`src/rtl/anim_sprite_fetch.sv`:
```
// Purpose: maps VGA pixel coordinates to sprite SRAM read addresses and composites the 2x-upscaled animated sprite over the background.
// Latency: rgb_valid is asserted exactly 3 clk after the pixel_tick that produced it, and one pixel per cycle is accepted.
// Backpressure: none; the pipeline never stalls, and the VGA timing and the SRAM keep pace with pixel_tick.
module anim_sprite_fetch #(
   parameter int ADDR_WIDTH = 16,
   parameter int DATA_WIDTH = 12,
   parameter int FRAME_W    = 64,
   parameter int FRAME_H    = 40,
   parameter int NUM_FRAMES = 8,
   parameter int FRAME_HOLD = 6,
   parameter logic [DATA_WIDTH-1:0] KEY_COLOR = 12'h0F0,
   parameter logic [DATA_WIDTH-1:0] BG_COLOR  = 12'h000
) (
   input  logic                  clk,
   input  logic                  reset_n,
   input  logic                  pixel_tick,
   input  logic                  video_on,
   input  logic [9:0]            pixel_x,
   input  logic [9:0]            pixel_y,
   input  logic                  frame_start,
   input  logic                  anim_en,
   input  logic [9:0]            pos_x,
   input  logic [9:0]            pos_y,
   output logic                  sram_en,
   output logic                  sram_we,
   output logic [ADDR_WIDTH-1:0] sram_addr,
   input  logic [DATA_WIDTH-1:0] sram_data,
   output logic [DATA_WIDTH-1:0] rgb_out,
   output logic                  rgb_valid
);

   localparam int IW = (NUM_FRAMES > 1) ? $clog2(NUM_FRAMES) : 1;
   localparam int HW = (FRAME_HOLD > 1) ? $clog2(FRAME_HOLD) : 1;
   localparam logic signed [10:0]      RX_LIM   = 11'(2 * FRAME_W);
   localparam logic signed [10:0]      RY_LIM   = 11'(2 * FRAME_H);
   localparam logic [ADDR_WIDTH-1:0]   FW_A     = ADDR_WIDTH'(FRAME_W);
   localparam logic [ADDR_WIDTH-1:0]   FRAME_SZ = ADDR_WIDTH'(FRAME_W * FRAME_H);
   localparam logic [IW-1:0]           IDX_LAST = IW'(NUM_FRAMES - 1);
   localparam logic [HW-1:0]           HOLD_LAST = HW'(FRAME_HOLD - 1);

   logic [IW-1:0]         frame_idx;
   logic [HW-1:0]         hold_cnt;
   logic [ADDR_WIDTH-1:0] frame_base;

   logic signed [10:0]    rx;
   logic signed [10:0]    ry;
   logic                  in_sprite;
   logic [ADDR_WIDTH-1:0] fetch_addr;

   logic v0, s0, vo0;
   logic v1, s1, vo1;

   assign sram_we = 1'b0;

   // Sprite-relative coordinates, hit test and the stored-pixel address (each stored pixel covers 2x2 screen pixels).
   always_comb begin
      rx         = signed'({1'b0, pixel_x}) - signed'({1'b0, pos_x});
      ry         = signed'({1'b0, pixel_y}) - signed'({1'b0, pos_y});
      in_sprite  = video_on && !rx[10] && (rx < RX_LIM) && !ry[10] && (ry < RY_LIM);
      fetch_addr = frame_base
                 + ADDR_WIDTH'(ry[10:1]) * FW_A
                 + ADDR_WIDTH'(rx[10:1]);
   end

   // Stage 0: issue the SRAM read; the address is held when the pixel misses the sprite.
   always_ff @(posedge clk) begin
      if (!reset_n) begin
         sram_en   <= 1'b0;
         sram_addr <= '0;
         v0        <= 1'b0;
         s0        <= 1'b0;
         vo0       <= 1'b0;
      end else begin
         v0      <= pixel_tick;
         s0      <= pixel_tick && in_sprite;
         vo0     <= pixel_tick && video_on;
         sram_en <= pixel_tick && in_sprite;
         if (pixel_tick && in_sprite)
            sram_addr <= fetch_addr;
      end
   end

   // Stage 1: flags ride alongside the SRAM read cycle.
   always_ff @(posedge clk) begin
      if (!reset_n) begin
         v1  <= 1'b0;
         s1  <= 1'b0;
         vo1 <= 1'b0;
      end else begin
         v1  <= v0;
         s1  <= s0;
         vo1 <= vo0;
      end
   end

   // Stage 2: composite against blanking, background and the transparent key; the colour holds between pixels.
   always_ff @(posedge clk) begin
      if (!reset_n) begin
         rgb_out   <= '0;
         rgb_valid <= 1'b0;
      end else begin
         rgb_valid <= v1;
         if (v1) begin
            if (!vo1)
               rgb_out <= '0;
            else if (!s1 || sram_data == KEY_COLOR)
               rgb_out <= BG_COLOR;
            else
               rgb_out <= sram_data;
         end
      end
   end

   // Animation sequencer: frame_base steps by one frame size per advance, so no multiplier is needed.
   always_ff @(posedge clk) begin
      if (!reset_n) begin
         frame_idx  <= '0;
         frame_base <= '0;
         hold_cnt   <= '0;
      end else if (frame_start && anim_en) begin
         if (hold_cnt == HOLD_LAST) begin
            hold_cnt <= '0;
            if (frame_idx == IDX_LAST) begin
               frame_idx  <= '0;
               frame_base <= '0;
            end else begin
               frame_idx  <= frame_idx + 1'b1;
               frame_base <= frame_base + FRAME_SZ;
            end
         end else begin
            hold_cnt <= hold_cnt + 1'b1;
         end
      end
   end

endmodule

```
`config.mk`:
```
export PLATFORM = sky130hd
export DESIGN_NAME = anim_sprite_fetch
export DESIGN_NICKNAME = d
export VERILOG_FILES = /design/src/rtl/anim_sprite_fetch.sv
export SDC_FILE = /design/constraint.sdc
export NUM_CORES = 1
export LEC_CHECK = 0
export CAP_MARGIN = 20
export CORE_AREA = 5 5 91 93
export DETAILED_ROUTE_END_ITERATION = 8
export DIE_AREA = 0 0 96 98
export GPL_ROUTABILITY_DRIVEN = 0
export PLACE_DENSITY = 0.8
export SYNTH_ARGS = -nofsm -noshare
export SYNTH_HDL_FRONTEND = slang
export SYNTH_SLANG_ARGS = --single-unit
```
`constraint.sdc`:
```
create_clock -name clk -period 10.6 [get_ports clk]
set_clock_uncertainty 0.15 [all_clocks]
set_input_delay 2.12 -clock clk [delete_from_list [all_inputs] [get_ports clk]]
set_output_delay 2.12 -clock clk [all_outputs]
set_load 0.02 [all_outputs]
```
==> metrics.md, run 1 <==
| Metric | Value |
|---|---|
| Status | finished, final reports clean |
| Reg power frac | 33.6% |
| Crit path buf inv count | 2 |
| CTS tree | built |
| Seq/Total Area, Yosys | 26.4% |
| Max-slew headroom | 40.8% |
| Final hold violations | 0 |
| CTS Buf Count | 5 |
| Cell area after synthesis | 0.00364 mm^2 |
| Starting Density | 48.9% |
| Number of DRC markers in iteration 0 | 131 |
| Clk_lat worst skew | 0.29 ns |
| Max Freq | 167 MHz |
| Via density | 5.45 |
| DRC | 0 |
| Distinct cells, synth | 62 |
| Fillcell total | 647 |
| YS warnings | 0 |
| Crit-path leading delay family | compound AO/OA/AOI/OAI gates |
| Layout cells sized above 1 | 6.77% |
| CP max stage delay | 0.46 ns |
| Kind of critical path | primary input to register |
| EDFF count, synth | 0 |
| Reg clk slew, reported paths | 0.09 ns |
| PD cells | 116 mW/mm^2 |
| Hold slack | 0.292 ns |
| Clk pwr share | 22.9% |
| Worst Hold Class | register to register |
| Worst VDD drop | 0.0550 mV |
| RSZ-0062 raised after global routing | false |
| Post-CTS sizing | 0 |
| Clk sinks | 48 |
| Setup ws final | 4.62 ns |
| Die Area | 0.00941 mm^2 |
| Largest net degree at the start of global routing | 22 |
| Crit. End Element | register |
| DIE WIDTH | 96 um |
| Nature of the critical path startpoint | primary input |
| Worst EP arrival | 6.06 ns |
| Initial antenna violation count | 0 |
| Port Buffers | 87 |
| P&R area growth vs syn | 28.4% |
| Antenna Nets Post-Route | 0 |
| CP max-delay cell | fa_1 |
| Hold buffers post-CTS | 0 |
| Sw Share | 34.6% |
| Total GRT Usage | 17.5% |
| Async S/R FF share, synth | 0% |
| Detailed-route via count | 3291 |
| Die Y | 98 um |
| Top_reg_cell synth | dfxtp_1 |
| Vias in the first global route | 3175 |
| Combinational power share | 43.5% |
| Post-CTS setup buffers | 0 |
| Mapped Cells | 414 |
| Grt total ovfl | 0 |
| NetSw | 0.187 mW |
| Core ar. | 0.00745 mm^2 |
| Routed WL | 8160 um |
| Maximum buffer depth of the clock tree | 2 |
| Final Max Slew Viols | 0 |
| Fin crit share | 56.4% |
| TritonRoute pass-1 iters | 4 |
| Clock H-tree levels | 2 |
| Post-layout net count | 610 |
| Rows | 32 |
| CP cell instances | clkdlybuf4s50_1 > nand2b_1 > inv_1 > fa_1 > nand2b_1 > a211o_1 > a31oi_1 > o211ai_1 > and2_1 > fa_1 > ha_1 > nor3_1 > nand4_1 > a2111o_1 > o211ai_1 > nand3_2 > a21oi_2 |
| CTS Root Cell | clkbuf_8 |
| Average size of a mapped cell | 8.79 um^2 |
| Ports | 89 |
| Max cap viols | 0 |
| Routed length per instance | 13.5 um |
| Critical path required time | 10.67 ns |
| Dpl hpwl | 6760 um |
| Synth Register Bits | 48 |
| Setup violators final | 0 |
| Minimum clock period | 5.98 ns |
| # diodes | 0 |
| Post-placement setup slack | 4.34 ns |
| Crit Path Max Fanout | 5 |
| Pint | 0.354 mW |
| Tightest Pin Transition | 0.883 ns |
| First-pass GRT wire length | 13800 um |
| Leakage power | 1.98 nW |
| Setup total negative slack | 0 ns |
## power by group through the flow
stage / Combinational [mW] / Sequential (mW) / Clock (mW)
CTS: 0.231 / 0.182 / 0.127
detailed placement: 0.229 / 0.186 / 0
floorplan: 0.176 / 0.186 / 0
global placement: 0.225 / 0.186 / 0
finish: 0.236 / 0.182 / 0.124
global route: 0.261 / 0.182 / 0.134
## cell usage after synthesis (all sizes together), types with 3 or more instances
| cell | instances | area, um^2 |
|---|---|---|
| ha | 45 | 563 |
| nor3 | 8 | 40.0 |
| and3 | 7 | 43.8 |
| inv | 29 | 109 |
| a21oi | 44 | 254 |
| mux2i | 4 | 40.0 |
| a21o | 10 | 75.1 |
| buf | 7 | 70.1 |
| o21ai | 26 | 130 |
| nand2b | 6 | 37.5 |
| clkbuf | 4 | 15.0 |
| a31o | 3 | 26.3 |
| o2111ai | 3 | 32.5 |
| fa | 4 | 80.1 |
| or3 | 3 | 18.8 |
| xnor2 | 18 | 158 |
| o211ai | 4 | 30.0 |
| dfxtp | 48 | 961 |
| nand2 | 12 | 45.0 |
| a31oi | 3 | 18.8 |
| nand4 | 4 | 31.3 |
| nand3 | 20 | 145 |
| nor2 | 34 | 135 |
| and2 | 9 | 56.3 |
| xor2 | 11 | 96.3 |
| a22o | 11 | 96.3 |
## path summary, 6_finish.rpt
kind / start / end / slack, ns / depth (start not counted)
setup / recovery: pixel_x[0] / sram_addr[13]$_SDFFE_PN0P_ / 4.62 / 17
hold / removal: v0$_SDFF_PN0_ / v1$_SDFF_PN0_ / 0.29 / 1
setup reg to reg: frame_base[9]$_SDFFE_PN0P_ / sram_addr[13]$_SDFFE_PN0P_ / 8.10 / 8
hold reg to reg: v0$_SDFF_PN0_ / v1$_SDFF_PN0_ / 0.29 / 1
## state kept, by name (all words and copies together), names as in the netlist
register,cells
frame_base,7
frame_idx,3
hold_cnt,3
rgb_out,12
rgb_valid,1
s0,1
s1,1
sram_addr,16
v0,1
v1,1
vo0,1
vo1,1
## cells in the final DEF, fill, tap and decap left out, types with 3 or more instances in the layout
cell / instances
and3_1: 7
nand3_2: 9
fa_1: 4
nand2b_1: 6
xnor2_1: 18
nor2_1: 33
dfxtp_1: 48
clkdlybuf4s50_1: 87
a22o_1: 11
nand2_1: 12
nand4_1: 3
a21oi_2: 9
a21o_1: 10
xor2_1: 11
ha_1: 45
a31oi_1: 3
nor3_1: 8
a21oi_1: 35
mux2i_1: 4
o21ai_0: 15
clkbuf_8: 5
inv_1: 29
o211ai_1: 4
nand3_1: 11
conb_1: 7
or3_1: 3
and2_1: 9
o21ai_1: 11
## kinds of logic after synthesis
group | synth area share [%]
AOI/OAI and AO/OA | 24.2
xor gates and xnor gates | 6.98
adders and majority gates | 17.7
buffers and inverters | 5.33
DFF | 26.4
muxes | 1.10
other | 0.103
and+or+nand+nor | 18.2
## final cells by class
type                    instances  area (um^2)  area share, %
clock buffers                   5         68.8           1.47
clock inverters                 1         30.0          0.643
inverters                      29          109           2.33
multi-input cells             332         2510           53.6
flip-flops and latches         48          961           20.6
well taps                     102          128           2.73
repair buffers                 87          871           18.6
## routing by layer
layer / track usage (%) / vias to the layer above / routed length, um
li1: - / 1678 / -
met1: 22.7 / 1498 / 3740
met2: 29.9 / 105 / 3780
met3: 2.31 / 10 / 527
met4: 4.92 / 0 / 108
met5: 0 / - / 0
## per-stage QoR
stage          total power [mW]  instance area (um^2)  util (%)  std cells
3_3_place_gp              0.411                  4570      61.4        598
6_report                  0.542                  4670      62.8        604
5_1_grt                   0.577                  4670      62.8        604
3_5_place_dp              0.415                  4570      61.4        598
4_1_cts                   0.540                  4670      62.8        604
2_1_floorplan             0.362                  3660         -        420
Note: power is estimated with default switching activity, not from simulation.
==> inputs of run 2 (changes only) <==
--- a/config.mk
+++ b/config.mk
@@ -6,11 +6,11 @@
 export NUM_CORES = 1
 export LEC_CHECK = 0
 export CAP_MARGIN = 20
-export CORE_AREA = 5 5 91 93
+export CORE_AREA = 5 5 95 97
 export DETAILED_ROUTE_END_ITERATION = 8
-export DIE_AREA = 0 0 96 98
+export DIE_AREA = 0 0 100 102
 export GPL_ROUTABILITY_DRIVEN = 0
-export PLACE_DENSITY = 0.8
+export PLACE_DENSITY = 0.77
 export SYNTH_ARGS = -nofsm -noshare
 export SYNTH_HDL_FRONTEND = slang
 export SYNTH_SLANG_ARGS = --single-unit
==> constraint.sdc (replaced) <==
create_clock -name clk -period 5 [get_ports clk]
set_clock_uncertainty 0.15 [all_clocks]
set_input_delay 1 -clock clk [delete_from_list [all_inputs] [get_ports clk]]
set_output_delay 1 -clock clk [all_outputs]
set_load 0.02 [all_outputs]
==> metrics.md, run 2 (synthesized netlist as in run 1, its figures left out) <==
| Metric | Value |
|---|---|
| Maximum buffer depth of the clock tree | 2 (unchanged) |
| Critical path required time | 5.07 ns (was 10.67 ns) |
| Max Freq | 208 MHz |
| Reg power frac | 31.9% (was 33.6%) |
| Worst Setup EP | sram_addr[13]$_SDFFE_PN0P_ (unchanged) |
| Most common cell after layout, fill and taps aside | clkdlybuf4s50_1 (unchanged) |
| Clk pwr share | 23.2% (was 22.9%) |
| Die Y | 102 um (was 98 um) |
| Multi-input logic area | 0.00253 mm^2 (was 0.00251 mm^2) |
| Worst Hold Class | register to register (unchanged) |
| Hold slack | 0.290 ns (was 0.292 ns) |
| CTS Buf Count | 5 (unchanged) |
| Rows | 33 (was 32) |
| Final hold violations | 0 (unchanged) |
| Port Buffers | 87 (unchanged) |
| Clk sinks | 48 (unchanged) |
| Vias in the first global route | 3392 (was 3175) |
| Final Max Slew Viols | 0 (unchanged) |
| Status | finished, final reports clean (unchanged) |
| Max-slew headroom | 40.4% (was 40.8%) |
| Largest regs | sram_addr (16), rgb_out (12), frame_base (7) (unchanged) |
| CP cell instances | clkdlybuf4s50_1 > nand2b_1 > inv_1 > fa_1 > nand2b_1 > a211o_1 > a31oi_4 > o211ai_1 > and2_1 > fa_1 > ha_2 > o21ai_0 > a21oi_1 > nand2_1 > buf_4 > o211ai_1 > nand3_2 > a21oi_2 (was clkdlybuf4s50_1 > nand2b_1 > inv_1 > fa_1 > nand2b_1 > a211o_1 > a31oi_1 > o211ai_1 > and2_1 > fa_1 > ha_1 > nor3_1 > nand4_1 > a2111o_1 > o211ai_1 > nand3_2 > a21oi_2) |
| Non-Filler Instances | 620 (was 604) |
| TritonRoute pass-1 iters | 4 (unchanged) |
| CP max-delay cell | fa_1 (unchanged) |
| Post-route cell area | 0.00480 mm^2 (was 0.00467 mm^2) |
| DRC | 0 (unchanged) |
| Sequential Area | 961 um^2 (unchanged) |
| Max cap viols | 0 (unchanged) |
| Layout cells sized above 1 | 9.71% (was 6.77%) |
| Reg clk slew, reported paths | 0.09 ns (about the same) |
| Pint | 0.786 mW (was 0.354 mW) |
| FF-to-FF Start | frame_base[9]$_SDFFE_PN0P_ (unchanged) |
| Initial antenna violation count | 0 (unchanged) |
| Die Area | 0.0102 mm^2 (was 0.00941 mm^2) |
| Starting Density | 45.2% (was 48.9%) |
| RR Endpoint | sram_addr[13]$_SDFFE_PN0P_ (unchanged) |
| DR top layer | met4 (unchanged) |
| Crit Path Max Fanout | 3 (was 5) |
| Grt total ovfl | 0 (unchanged) |
| Reg with most FFs | sram_addr (unchanged) |
| CP max stage delay | 0.46 ns (about the same) |
| Total power draw | 1.21 mW (was 0.542 mW) |
| Routed length per instance | 14.1 um (was 13.5 um) |
| Crit. End Element | register (unchanged) |
| # diodes | 0 (unchanged) |
| Post-layout net count | 621 (was 610) |
| R2r setup slk | 2.48 ns (was 8.10 ns) |
| Setup violators final | 0 (unchanged) |
| Kind of critical path | primary input to register (unchanged) |
| Cells on worst reg2reg path | 9 (was 8) |
| Sw Share | 35.0% (was 34.6%) |
| Fillcell total | 717 (was 647) |
| Routed wl met3 | 539 um (was 527 um) |
| WL met1 | 4040 um (was 3740 um) |
| Ports | 89 (unchanged) |
| Total GRT Usage | 17.2% (was 17.5%) |
| Commonest non-fill, non-tap cells in the layout | 87 x clkdlybuf4s50_1, 48 x dfxtp_1, 44 x ha_1 (was 87 x clkdlybuf4s50_1, 48 x dfxtp_1, 45 x ha_1) |
| DIE WIDTH | 100 um (was 96 um) |
| Largest register FFs | 16 (unchanged) |
| RSZ-0062 raised after global routing | false (unchanged) |
| Worst VDD drop | 0.109 mV (was 0.0550 mV) |
| First-pass GRT wire length | 14900 um (was 13800 um) |
| NetSw | 0.423 mW (was 0.187 mW) |
| Hold buffers post-CTS | 0 (unchanged) |
| Combinational power share | 44.9% (was 43.5%) |
| Leakage power | 2.04 nW (was 1.98 nW) |
| CTS tree | built (unchanged) |
| Dpl hpwl | 7140 um (was 6760 um) |
| Placed instance area | 0.00466 mm^2 (was 0.00457 mm^2) |
| Clk_lat worst skew | 0.30 ns (was 0.29 ns) |
| Post-CTS setup buffers | 0 (unchanged) |
| Minimum clock period | 4.80 ns |
| Placed instance count | 612 (was 598) |
| Tightest Pin Transition | 0.890 ns (was 0.883 ns) |
| Crit path launch | pixel_x[0] (unchanged) |
| Largest net degree at the start of global routing | 22 (unchanged) |
| Number of DRC markers in iteration 0 | 189 (was 131) |
| Hold wc startpoint | vo0$_SDFF_PN0_ (was v0$_SDFF_PN0_) |
| Worst EP arrival | 4.88 ns (was 6.06 ns) |
| Routed WL | 8730 um (was 8160 um) |
| Nature of the critical path startpoint | primary input (unchanged) |
| Clock H-tree levels | 2 (unchanged) |
| Core ar. | 0.00805 mm^2 (was 0.00745 mm^2) |
| PD cells | 252 mW/mm^2 (was 116 mW/mm^2) |
| Setup total negative slack | 0 ns (unchanged) |
| Antenna Nets Post-Route | 0 (unchanged) |
| Fin crit share | 96.1% |
| CTS Root Cell | clkbuf_8 (unchanged) |
| P&R area growth vs syn | 31.9% (was 28.4%) |
| Routed met2 length | 4020 um (was 3780 um) |
| Detailed-route via count | 3368 (was 3291) |
| Via density | 5.43 (was 5.45) |
-- run 2: area by class of cell --
class	instances	area share [%]
repair buffers	98	19.9
flip-flops and latches	48	20.0
clock buffers	5	1.43
clock inverters	3	0.965
well taps	105	2.74
multi-input cells	332	52.7
inverters	29	2.27
-- run 2: per-stage QoR --
step | setup WS, ns | util, %
6_report | 0.196 | 59.6
2_1_floorplan | 0.610 | -
3_5_place_dp | -0.128 | 57.9
3_3_place_gp | 0.0172 | 57.9
5_1_grt | 0.00596 | 59.6
4_1_cts | 0.179 | 59.3
-- run 2: critical path: cells and delay by family --
| family | cells | cell delay [ns] |
|---|---|---|
| buffers and inverters | 3 | 0.66 |
| adder cells (fa/ha/maj) | 3 | 1.17 |
| AND/OR/NAND/NOR | 5 | 0.70 |
| AO/OA/AOI/OAI | 7 | 1.32 |
-- run 2: worst min-delay path by stage --
stage                                 to  cells after the start
after global placement     v1$_SDFF_PN0_                      1
final                     vo1$_SDFF_PN0_                      1
after floorplan            v1$_SDFF_PN0_                      1
after global routing       v1$_SDFF_PN0_                      1
after CTS                 vo1$_SDFF_PN0_                      1
after detailed placement  vo1$_SDFF_PN0_                      1
-- run 2: timing repair --
action                                  CTS  global route
gates resized for setup                   0             5
endpoints found under the setup margin    0             3
hold endpoints to repair                  0             0
-- run 2: metal layers --
metal  GRT usage [%]  vias up
met5               0        -
met3            2.80       15
li1                -     1703
met1            22.3     1526
met2            29.6      124
met4            4.97        0
-- run 2: power groups by stage --
stage               Sequential (mW)  Clock, mW  Combinational, mW
floorplan                     0.395          0              0.373
global placement              0.395          0              0.508
detailed placement            0.395          0              0.518
CTS                           0.386      0.291              0.524
global route                  0.386      0.307              0.601
finish                        0.386      0.280              0.543
==> inputs of run 3 (changes only) <==
--- a/config.mk
+++ b/config.mk
@@ -5,7 +5,6 @@
 export SDC_FILE = /design/constraint.sdc
 export NUM_CORES = 1
 export LEC_CHECK = 0
-export CAP_MARGIN = 20
 export CORE_AREA = 5 5 95 97
 export DETAILED_ROUTE_END_ITERATION = 8
 export DIE_AREA = 0 0 100 102
==> results of run 3 <==
Same layout as run 2: the final DEF is identical, and so are final timing and power.
